File: src/rtl/sim_run_ctrl.sv
// sim_run_ctrl: run sequencer for a CPU under test.
// Sequence: clear DMEM, stream-load IMEM then DMEM, pulse CPU reset, then run
// until the trap instruction is seen or the cycle budget expires.
// Optional trace outputs (retired_count, last_pc) are built only when the
// macro SIM_RUN_CTRL_TRACE_EN is defined.
// Handshake: a load word transfers on a rising edge where load_valid and
// load_ready are both 1; load_ready does not depend on load_valid.
module sim_run_ctrl #(
  parameter int          DATA_W     = 32,
  parameter int          ADDR_W     = 10,
  parameter int          IMEM_WORDS = 256,
  parameter int          DMEM_WORDS = 256,
  parameter int          RST_CYCLES = 2,
  parameter int          MAX_CYCLES = 2500,
  parameter int          CNT_W      = 16,
  parameter logic [31:0] TRAP_WORD  = 32'h44000300
) (
  input  logic              clock,
  input  logic              reset,
  input  logic              start,
  input  logic              load_valid,
  input  logic [DATA_W-1:0] load_data,
  output logic              load_ready,
  output logic              mem_we,
  output logic              mem_sel,
  output logic [ADDR_W-1:0] mem_addr,
  output logic [DATA_W-1:0] mem_wdata,
  output logic              cpu_rst,
  input  logic [31:0]       cpu_instr,
  input  logic [31:0]       cpu_pc,
  output logic              busy,
  output logic              done,
  output logic [1:0]        status,
  output logic [CNT_W-1:0]  cycle_count,
  output logic [31:0]       halt_pc
`ifdef SIM_RUN_CTRL_TRACE_EN
  ,
  output logic [CNT_W-1:0]  retired_count,
  output logic [31:0]       last_pc
`endif
);

  typedef enum logic [2:0] {
    S_IDLE    = 3'd0,
    S_CLEAR   = 3'd1,
    S_LOAD_I  = 3'd2,
    S_LOAD_D  = 3'd3,
    S_CPU_RST = 3'd4,
    S_RUN     = 3'd5,
    S_DONE    = 3'd6
  } state_t;

  localparam logic [ADDR_W-1:0] CLR_LAST = ADDR_W'(DMEM_WORDS - 1);
  localparam logic [ADDR_W-1:0] IMEM_LAST = ADDR_W'(IMEM_WORDS - 1);
  localparam logic [ADDR_W-1:0] DMEM_LAST = ADDR_W'(DMEM_WORDS - 1);
  localparam logic [ADDR_W-1:0] RST_LAST = ADDR_W'(RST_CYCLES - 1);
  localparam logic [CNT_W-1:0]  CNT_MAX = '1;
  localparam logic [CNT_W-1:0]  TIMEOUT_AT = CNT_W'(MAX_CYCLES - 1);

  state_t              state_q, state_d;
  logic [ADDR_W-1:0]   idx_q, idx_d;     // word address / reset-cycle index
  logic [CNT_W-1:0]    cnt_q, cnt_d;
  logic [1:0]          status_q, status_d;
  logic [31:0]         halt_pc_q, halt_pc_d;
  logic                loading;

  assign loading = (state_q == S_LOAD_I) || (state_q == S_LOAD_D);

  // Next-state and result-register logic for the run sequence.
  always_comb begin
    state_d   = state_q;
    idx_d     = idx_q;
    cnt_d     = cnt_q;
    status_d  = status_q;
    halt_pc_d = halt_pc_q;
    unique case (state_q)
      S_IDLE, S_DONE: begin
        if (start) begin
          state_d   = S_CLEAR;
          idx_d     = '0;
          cnt_d     = '0;
          status_d  = 2'b00;
          halt_pc_d = '0;
        end
      end
      S_CLEAR: begin
        if (idx_q == CLR_LAST) begin
          state_d = S_LOAD_I;
          idx_d   = '0;
        end else begin
          idx_d = idx_q + 1'b1;
        end
      end
      S_LOAD_I: begin
        if (load_valid) begin
          if (idx_q == IMEM_LAST) begin
            state_d = S_LOAD_D;
            idx_d   = '0;
          end else begin
            idx_d = idx_q + 1'b1;
          end
        end
      end
      S_LOAD_D: begin
        if (load_valid) begin
          if (idx_q == DMEM_LAST) begin
            state_d = S_CPU_RST;
            idx_d   = '0;
          end else begin
            idx_d = idx_q + 1'b1;
          end
        end
      end
      S_CPU_RST: begin
        if (idx_q == RST_LAST) begin
          state_d = S_RUN;
          idx_d   = '0;
        end else begin
          idx_d = idx_q + 1'b1;
        end
      end
      S_RUN: begin
        if (cnt_q != CNT_MAX) cnt_d = cnt_q + 1'b1;
        // A trap in the timeout cycle takes priority over the timeout.
        if (cpu_instr == TRAP_WORD) begin
          halt_pc_d = cpu_pc;
          status_d  = 2'b01;
          state_d   = S_DONE;
        end else if (cnt_q == TIMEOUT_AT) begin
          status_d = 2'b10;
          state_d  = S_DONE;
        end
      end
      default: state_d = S_IDLE;
    endcase
  end

  // State and result registers with synchronous reset.
  always_ff @(posedge clock) begin
    if (reset) begin
      state_q   <= S_IDLE;
      idx_q     <= '0;
      cnt_q     <= '0;
      status_q  <= 2'b00;
      halt_pc_q <= '0;
    end else begin
      state_q   <= state_d;
      idx_q     <= idx_d;
      cnt_q     <= cnt_d;
      status_q  <= status_d;
      halt_pc_q <= halt_pc_d;
    end
  end

  // Memory strobes are blocked while reset is high so an aborted load never writes.
  assign load_ready  = !reset && loading;
  assign mem_we      = !reset && ((state_q == S_CLEAR) || (loading && load_valid));
  assign mem_sel     = (state_q == S_CLEAR) || (state_q == S_LOAD_D);
  assign mem_addr    = ((state_q == S_CLEAR) || loading) ? idx_q : '0;
  assign mem_wdata   = loading ? load_data : '0;
  assign cpu_rst     = (state_q != S_RUN);
  assign busy        = (state_q != S_IDLE) && (state_q != S_DONE);
  assign done        = (state_q == S_DONE);
  assign status      = status_q;
  assign cycle_count = cnt_q;
  assign halt_pc     = halt_pc_q;

`ifdef SIM_RUN_CTRL_TRACE_EN
  logic [CNT_W-1:0] ret_q, ret_d;
  logic [31:0]      last_pc_q, last_pc_d;
  logic             pc_seen_q, pc_seen_d;

  // The first RUN cycle always records a PC; afterwards only PC changes count.
  always_comb begin
    ret_d     = ret_q;
    last_pc_d = last_pc_q;
    pc_seen_d = pc_seen_q;
    if (((state_q == S_IDLE) || (state_q == S_DONE)) && start) begin
      ret_d     = '0;
      last_pc_d = '0;
      pc_seen_d = 1'b0;
    end else if ((state_q == S_RUN) && (!pc_seen_q || (cpu_pc != last_pc_q))) begin
      pc_seen_d = 1'b1;
      last_pc_d = cpu_pc;
      if (ret_q != CNT_MAX) ret_d = ret_q + 1'b1;
    end
  end

  // Trace registers.
  always_ff @(posedge clock) begin
    if (reset) begin
      ret_q     <= '0;
      last_pc_q <= '0;
      pc_seen_q <= 1'b0;
    end else begin
      ret_q     <= ret_d;
      last_pc_q <= last_pc_d;
      pc_seen_q <= pc_seen_d;
    end
  end

  assign retired_count = ret_q;
  assign last_pc       = last_pc_q;
`endif

endmodule
File: config.mk
export PLATFORM = sky130hd
export DESIGN_NAME = sim_run_ctrl
export DESIGN_NICKNAME = d
export VERILOG_FILES = /design/src/rtl/sim_run_ctrl.sv
export SDC_FILE = /design/constraint.sdc
export NUM_CORES = 1
export LEC_CHECK = 0
export ABC_CLOCK_PERIOD_IN_PS = 2060
export BUFFER_PORTS_ARGS = -buffer_cell sky130_fd_sc_hd__buf_2
export CORE_MARGIN = 2
export CORE_UTILIZATION = 43
export CTS_BUF_LIST = sky130_fd_sc_hd__clkbuf_16
export DETAILED_ROUTE_END_ITERATION = 10
export HOLD_SLACK_MARGIN = 0.03
export PLACE_DENSITY = 0.81
export REMOVE_ABC_BUFFERS = 1
export SLEW_MARGIN = 20
export SYNTH_ARGS = -nofsm -noshare
export SYNTH_HDL_FRONTEND = slang
export SYNTH_SLANG_ARGS = --single-unit
File: constraint.sdc
create_clock -name clock -period 2.06 [get_ports clock]
set_input_delay 0.412 -clock clock [delete_from_list [all_inputs] [get_ports clock]]
set_output_delay 0.412 -clock clock [all_outputs]
set_load 0.01 [all_outputs]
=== Word level (Yosys, flattened, before mapping) ===
Cells that the tools add are included.
Widths: inputs -> output; s select.

* $add $sub $neg: 2
* Multipliers: 0
* Divide/modulo/power cells: 0
* $lt $le $gt $ge: 0
* Equal/unequal tests: 24
* Shift-type cells: 0
* Mux-type cells: 27
* Bitwise logic cells: 0
* Reductions and logical operators: 20

{| class="wikitable"
|+ Operators by type and width
! kind !! count
|-
| $mux 32 || 3
|-
| $pmux 32 s2 || 1
|-
| $mux 10 || 5
|-
| $pmux 10 s4 || 1
|-
| $eq 32x31->1 const B || 1
|-
| $mux 16 || 2
|-
| $pmux 16 s2 || 1
|-
| $mux 3 || 9
|-
| $pmux 3 s6 || 1
|-
| $add 16x1->16 const B || 1
|-
| $eq 16x12->1 const B || 1
|-
| $ne 16x16->1 const B || 1
|-
| $ne 2x2->1 const B || 7
|-
| $reduce_and 3->1 || 4
|-
| $add 10x1->10 const B || 1
|-
| $eq 10x1->1 const B || 1
|-
| $eq 10x8->1 const B || 1
|-
| $eq 3x3->1 const B || 3
|-
| $ne 3x3->1 const B || 3
|-
| $reduce_and 8->1 || 1
|-
| $eq 3x2->1 const B || 2
|-
| $mux 2 || 3
|-
| $ne 2x1->1 const B || 3
|-
| $logic_and 1x1->1 || 4
|-
| other kinds (9) || 13
|}

* Bits in registers: 63
* Bits in latches: 0
* RAM bits: 0
* Bits in read-only memories: 0
* Bits of input ports: 100
* Output and inout bits: 98
* Word-level logic and storage cells: 78
* Memories: 0

=== Longest topological paths before layout ===
Gate-level depths: netlist of run 1.

* Depth in word-level cells: 5
* Mapped depth: 8
* Mapped depth without buffers: 6

=== Worst setup path after synthesis of run 1 ===
No wires, ideal clock.

* Kind: register to register
* From: reg cnt_q[8], in the netlist cycle_count[8]
* To: reg cnt_q[15], in the netlist cycle_count[15]
* Library setup time: 123 ps
* Arrival time: 1810 ps
* Data required time: 1937 ps
* Setup slack: 126 ps
* Cell stages (with the launch flop): 8
* Path buffers: 2
* Period minus slack after synthesis: 1934 ps
* Cells stage by stage: dfxtp_1 and3_1 buf_6 and4_4 buf_6 a211o_4 nor4_1 mux2_1

* Cells in the longest elaborated chain, start to end: 3
* Elaborated cells between the ends (all ways): 6
* Those cells by class: add/sub: 1; eq/ne: 2; mux: 2; reduce/logical: 1

{| class="wikitable"
|+ Ends and longest elaborated chain
! item !! line !! source
|-
| from (decl) || 62 || <nowiki>logic [CNT_W-1:0] cnt_q, cnt_d;</nowiki>
|-
| from (signal assigned) || 149 || <nowiki>cnt_q <= cnt_d;</nowiki>
|-
| $add 16x1->16 / $ne 16x16->1 (equally long branches) || 123 || <nowiki>if (cnt_q != CNT_MAX) cnt_d = cnt_q + 1'b1;</nowiki>
|-
| $mux 16 / $ne 2x2->1 (equally long branches) || n/a ||
|-
| $pmux 16 s2 / $reduce_and 3->1 (equally long branches) || n/a ||
|}

Parallel ways exist; a longest one is shown, timed or not. The select of a mux whose other input is x is not followed.
A chain may end at the register's enable or synchronous reset.

=== Worst setup path in the final report of run 1 ===
* From: reg state_q[1]
* To: out mem_wdata[7]

* Cells in the longest elaborated chain, start to end: 3
* Elaborated cells between the ends (all ways): 4
* Those cells by class: eq/ne: 2; mux: 1; reduce/logical: 1

{| class="wikitable"
|+ Ends and longest elaborated chain
! item !! line !! source
|-
| from (decl) || 60 || <nowiki>state_t state_q, state_d;</nowiki>
|-
| from (signal assigned) || 147 || <nowiki>state_q <= state_d;</nowiki>
|-
| $eq 3x2->1 || 67 || <nowiki>assign loading = (state_q == S_LOAD_I) || (state_q == S_LOAD_D);</nowiki>
|-
| $logic_or 1x1->1 (*) || 67 ||
|-
| $mux 32 (*) || 160 || <nowiki>assign mem_wdata = loading ? load_data : '0;</nowiki>
|-
| to (decl) || 27 || <nowiki>output logic [DATA_W-1:0] mem_wdata,</nowiki>
|}

Mark *: on every way between the ends. The rest lies on a longest branch, timed or not.

==> results.txt, run 1 <==
outcome - complete, no violations
GRT Total Usage - 22.9%
Power Dens Cells - 865 nW/µm²
routed length per instance - 14.4 µm
Antenna Cells - 0
CP cell instances - buf_6 -> nor2b_4 -> buf_6 -> and2_1 -> buf_2
final core utilization - 67.7%
Vias/cell - 5.11
clock root buffer - clkbuf_16
adder-cell share of the synthesized area - 1.21%
Synth area leaders - dfxtp_1 (41%), a22o_1 (9.3%), and2_1 (8.7%), xnor2_1 (4.2%), nor2_1 (3.8%)
DP Worst Slack - 0.0364 ns
vias post-DR - 3381
max cap viols - 0
Synth Area in Simple Gates - 29.5%
vias in the first global route - 3164
final hold viol count - 0
syn avg cell area - 8.97 µm²
EDFF count, synth - 0
maximum VDD drop - 0.437 mV
Setup CP Type - flip-flop to output pin
Distinct cells, synth - 54
Post-CTS Setup Inserts - 0
Leakage - 2.28 nW
Hold-fix buffers, CTS - 0
cell taking the most area after synthesis - dfxtp_1
CTS tree - yes
Slew Limit Fails - 0
CTS buffer count - 9
net count reported at finish - 663
dpl hpwl - 7140 µm
YS warnings - 0
clk buf depth - 2
die width - 88.8 µm
Initial Util - 45.0%
core area - 6870 µm²
cell count after synthesis - 345
clk slew on worst S/H paths - 0.05 ns
Initial DRC Count - 113
global route overflow - 0
Crit. End Element - output pin
Top FF cell, synth - dfxtp_1
Worst Path Arrival - 1.52 ns
most frequent cells in the layout - buf_2 (197), dfxtp_1 (63), and2_1 (43)
pin count of the biggest net entering global routing - 34
row cnt - 30
Post-synth ARST share - 0%
Die Area - 7890 µm²
Req. time, crit path - 1.65 ns
drt first pass iters - 4
Synth Area in XOR/XNOR - 5.10%
setup violators final - 0
IO Count - 198
Crit-path slowest cell - dfxtp_1
DRT antenna net count - 0
Yosys top cell area share - 40.8%
Layout area overhead - 50.4%
number of remaining DRC errors - 0
fillers - 580
Tcrit/Tclk final - 94.0%
clock sink count - 63
Die Span Y - 88.8 µm
Synth Area in Compound Gates - 18.1%
final worst slack - 0.124 ns
layout cell share with drive strength beyond 1 - 44.4%
final WL - 9510 µm
crit path time final - 1.94 ns
commonest non-fill, non-tap cell in the layout - buf_2
main combinational cell family by area after synthesis - simple AND/OR/NAND/NOR gates
Worst slew margin - 50.5%
input/output buffers - 197
GP Congestion - 0.863
mux contribution to synthesized area - 1.01%
RSZ-0062 raised after global routing - no
Yosys reg bits - 63
initial antenna violation count - 0
worst-path maximum fanout - 16
worst hold path type - input port to flip-flop
Layout Skew - 0.00604 ns
Worst Max-Slew Pin Slew - 0.741 ns
Largest stage delay, worst path - 0.39 ns
CP Launch Type - flip-flop
CTS H-tree depth - 3
Worst-Skew Late Latency - 0.32 ns
first-pass GRT wire length - 14300 µm
Power Total - 4.02 mW
Max Fclk - 516 MHz
Synth Cell Area - 3090 µm²
Crit path top cell by count - buf_6
Seq/Total Area, Yosys - 40.8%
## repair_timing
action                     in CTS  in global routing
setup endpoints to repair       0                 32
resized for setup               0                  6
hold endpoints to repair        0                  0
## synth_stat cells, types with 4 or more instances
cell       n
a211oi_1   4
a21oi_1   10
a22o_1    33
and2_1    43
and3_1     6
buf_2      7
clkbuf_1  12
dfxtp_1   63
inv_1      5
nand2_1   15
nand3_1    9
nand4_1   10
nor2_1    31
nor2b_1    7
nor3_1     4
nor4_1    13
nor4b_1    4
or3_1      4
xnor2_1   15
## per-layer routing
metal	global-route usage (%)	share of wire, %	vias up	wire length, µm
met4	5.92	0.77	0	73
li1	-	-	1682	-
met5	0	0	-	0
met1	26.5	40	1555	3810
met3	5.50	6.5	10	615
met2	42.1	53	134	5020
## cell type report
class | count | area (µm²) | area share (%)
multi-input combinational | 254 | 1720 | 37.0
sequential | 63 | 1260 | 27.1
timing repair buffer | 227 | 1230 | 26.5
clock buffer | 9 | 225 | 4.84
tap | 96 | 120 | 2.58
clock inverter | 7 | 72.6 | 1.56
inverter | 5 | 18.8 | 0.404
## path summary, 6_finish.rpt
check	endpoint	depth (start not counted)	slack [ns]	start
setup / recovery	mem_wdata[7]	5	0.12	state_q[1]
hold / removal	halt_pc[6]	2	0.31	cpu_pc[6]
setup reg to reg	cycle_count[15]	6	0.14	state_q[2]
hold reg to reg	halt_pc[14]	1	0.47	halt_pc[14]
## critical path, delay by kind of cell (launching register included)
family | cells | cell delay, ns
flops | 1 | 0.39
buf+inv | 3 | 0.47
simple gates | 2 | 0.34
## through the flow
| step | instance area, µm² | hold WS (ns) | instances | TNS (ns) |
|---|---|---|---|---|
| after floorplan | 2980 | 0.481 | 322 | -24.11 |
| after global placement | 4330 | 0.451 | 644 | -3.78 |
| after detailed placement | 4330 | 0.454 | 644 | 0 |
| after CTS | 4630 | 0.296 | 660 | 0 |
| after global routing | 4650 | 0.297 | 661 | 0 |
| final | 4650 | 0.306 | 661 | 0 |
## sequential cells by signal, indices dropped and copies added, names as in the netlist
register / flops
halt_pc: 32
cycle_count: 16
idx_q: 10
state_q: 3
status: 2
## where the power goes
group / total, mW / leakage [nW] / internal, mW / switching, mW
clock: 1.49 / 0.143 / 0.937 / 0.550
sequential: 1.31 / 0.508 / 1.26 / 0.0415
combinational: 1.23 / 1.63 / 0.567 / 0.661
total: 4.02 / 2.28 / 2.77 / 1.25
## logic make-up (layout without fill, tap and decap cells)
group / after synthesis / after routing
buffers and inverters: 28 / 248
muxes: 3 / 3
xor gates and xnor gates: 18 / 18
and+or+nand+nor: 160 / 160
AOI/OAI and AO/OA: 70 / 70
DFF: 63 / 63
adders and majority gates: 3 / 3
(Power assumes the default switching activity.)
==> run 2: changes to the inputs <==
==> constraint.sdc (replaced) <==
create_clock -name clock -period 2.06 [get_ports clock]
set_input_delay 0.412 -clock clock [delete_from_list [all_inputs] [get_ports clock]]
set_output_delay 0.412 -clock clock [all_outputs]
set_load 0.02 [all_outputs]
==> run 2 against run 1 <==
Compared with the run above:
- register-to-register slack hardly changed
- sequential power hardly changed
- setup slack improved by 0.0095 ns
- clock power is 6% lower
- total power increased by 1.1%
- non-clock buffer count is 1 lower
- core utilization is 0.18 points lower
- sequential cell count unchanged
- critical path depth up 1
- largest cell class unchanged
- largest power group unchanged
- clock skew fell by 0.0020 ns
==> results.txt, run 2 (synthesis results as in run 1) <==
Max Fclk - 519 MHz
IO Count - 198
Initial DRC Count - 125
input/output buffers - 197
Inst Count DP - 643
Power Dens Cells - 876 nW/µm²
Initial Util - 45.0%
switching portion of total power - 34.5%
Die Span Y - 88.8 µm
Vias/cell - 5.20
Worst Path Arrival - 2.13 ns
Layout area overhead - 50.0%
drt first pass iters - 4
top layer in use - met4
Slew Limit Fails - 0
RSZ-0062 raised after global routing - no
Crit. End Element - flip-flop
WP buf/inv - 1
P_int - 2.66 mW
layout cell share with drive strength beyond 1 - 44.9%
die width - 88.8 µm
CTS tree - yes
Clock power frac - 34.3%
clk buf depth - 2
Setup CP Type - flip-flop to flip-flop
number of remaining DRC errors - 0
final core utilization - 67.5%
most frequent cells in the layout - buf_2 (197), dfxtp_1 (62), and2_1 (43)
Worst slew margin - 52.3%
max cap viols - 0
clock root buffer - clkbuf_16
vias post-DR - 3435
sequential share of power - 32.1%
Setup TNS - 0 ns
pin count of the biggest net entering global routing - 34
global route overflow - 0
first-pass GRT wire length - 14300 µm
Req. time, crit path - 2.26 ns
core area - 6870 µm²
Antenna Cells - 0
clk slew on worst S/H paths - 0.06 ns
CP top delay family - simple AND/OR/NAND/NOR gates
Crit-path slowest cell - a211o_4
GP Congestion - 0.873
GRT Total Usage - 23.0%
crit path time final - 1.93 ns
CTS H-tree depth - 3
dpl cell area - 4320 µm²
Finished Layout Cells - 660
CP cell instances - buf_4 -> and4b_1 -> and4_4 -> a211o_4 -> nor4_1 -> mux2_1
Logic pwr share - 33.5%
Leakage - 2.27 nW
Tcrit/Tclk final - 93.5%
worst-path maximum fanout - 9
Worst-Skew Late Latency - 0.32 ns
CP Launch Type - flip-flop
row cnt - 30
worst hold path type - input port to flip-flop
number of flip-flops in the largest register - 32
commonest non-fill, non-tap cell in the layout - buf_2
Worst Max-Slew Pin Slew - 0.714 ns
initial antenna violation count - 0
clock sink count - 63
net count reported at finish - 662
Metal-1 WL - 3630 µm
Switch Pwr - 1.40 mW
Met2 Wirelength - 5030 µm
Die Area - 7890 µm²
maximum VDD drop - 0.440 mV
setup violators final - 0
Largest stage delay, worst path - 0.37 ns
vias in the first global route - 3069
CTS buffer count - 9
final hold viol count - 0
DRT antenna net count - 0
outcome - complete, no violations
final WL - 9370 µm
WL met3 - 670 µm
dpl hpwl - 7050 µm
Layout Skew - 0.00400 ns
Design Area, Final - 4640 µm²
routed length per instance - 14.2 µm
-- run 2: timing repair --
item | in CTS | in global routing
setup endpoints to repair | 20 | 23
resized for setup | 4 | 4
setup buffers | 0 | 0
cloned | 1 | 0
hold endpoints to repair | 0 | 0
hold buffers | 0 | 0
-- run 2: worst paths after layout --
path | start | endpoint | slack (ns) | depth (start not counted)
setup / recovery | state_q[2] | cycle_count[15] | 0.13 | 6
hold reg to reg | halt_pc[3] | halt_pc[3] | 0.47 | 1
setup reg to reg | state_q[2] | cycle_count[15] | 0.13 | 6
hold / removal | cpu_pc[3] | halt_pc[3] | 0.31 | 2
-- run 2: metal layers --
metal / global-route usage [%] / vias to the layer above
met5: 0 / -
met4: 7.02 / 0
met3: 4.10 / 6
met2: 41.7 / 139
met1: 27.5 / 1615
li1: - / 1675
-- run 2: through the flow --
step	power [mW]	hold slack, ns	worst slack [ns]
6_report	4.06	0.306	0.133
5_1_grt	4.29	0.293	0.0259
4_1_cts	4.09	0.294	0.0226
3_5_place_dp	2.64	0.452	0.0608
3_3_place_gp	2.61	0.450	-0.113
2_1_floorplan	2.08	0.481	-0.747
-- run 2: power groups by stage --
stage	clock network, mW	logic [mW]	registers (mW)
after floorplan	0	0.701	1.38
after global placement	0	1.28	1.33
after detailed placement	0	1.31	1.33
after CTS	1.43	1.35	1.30
after global routing	1.48	1.50	1.31
final	1.40	1.36	1.31
-- run 2: area by class of cell --
class                           count  area (µm²)
Timing Repair Buffer              226        1230
Inverter                            5        18.8
Clock buffer                        9         225
Fill cell                         605        2230
Clock inverter                      7        55.1
Tap cell                           96         120
Sequential cell                    63        1260
Multi-Input combinational cell    254        1730
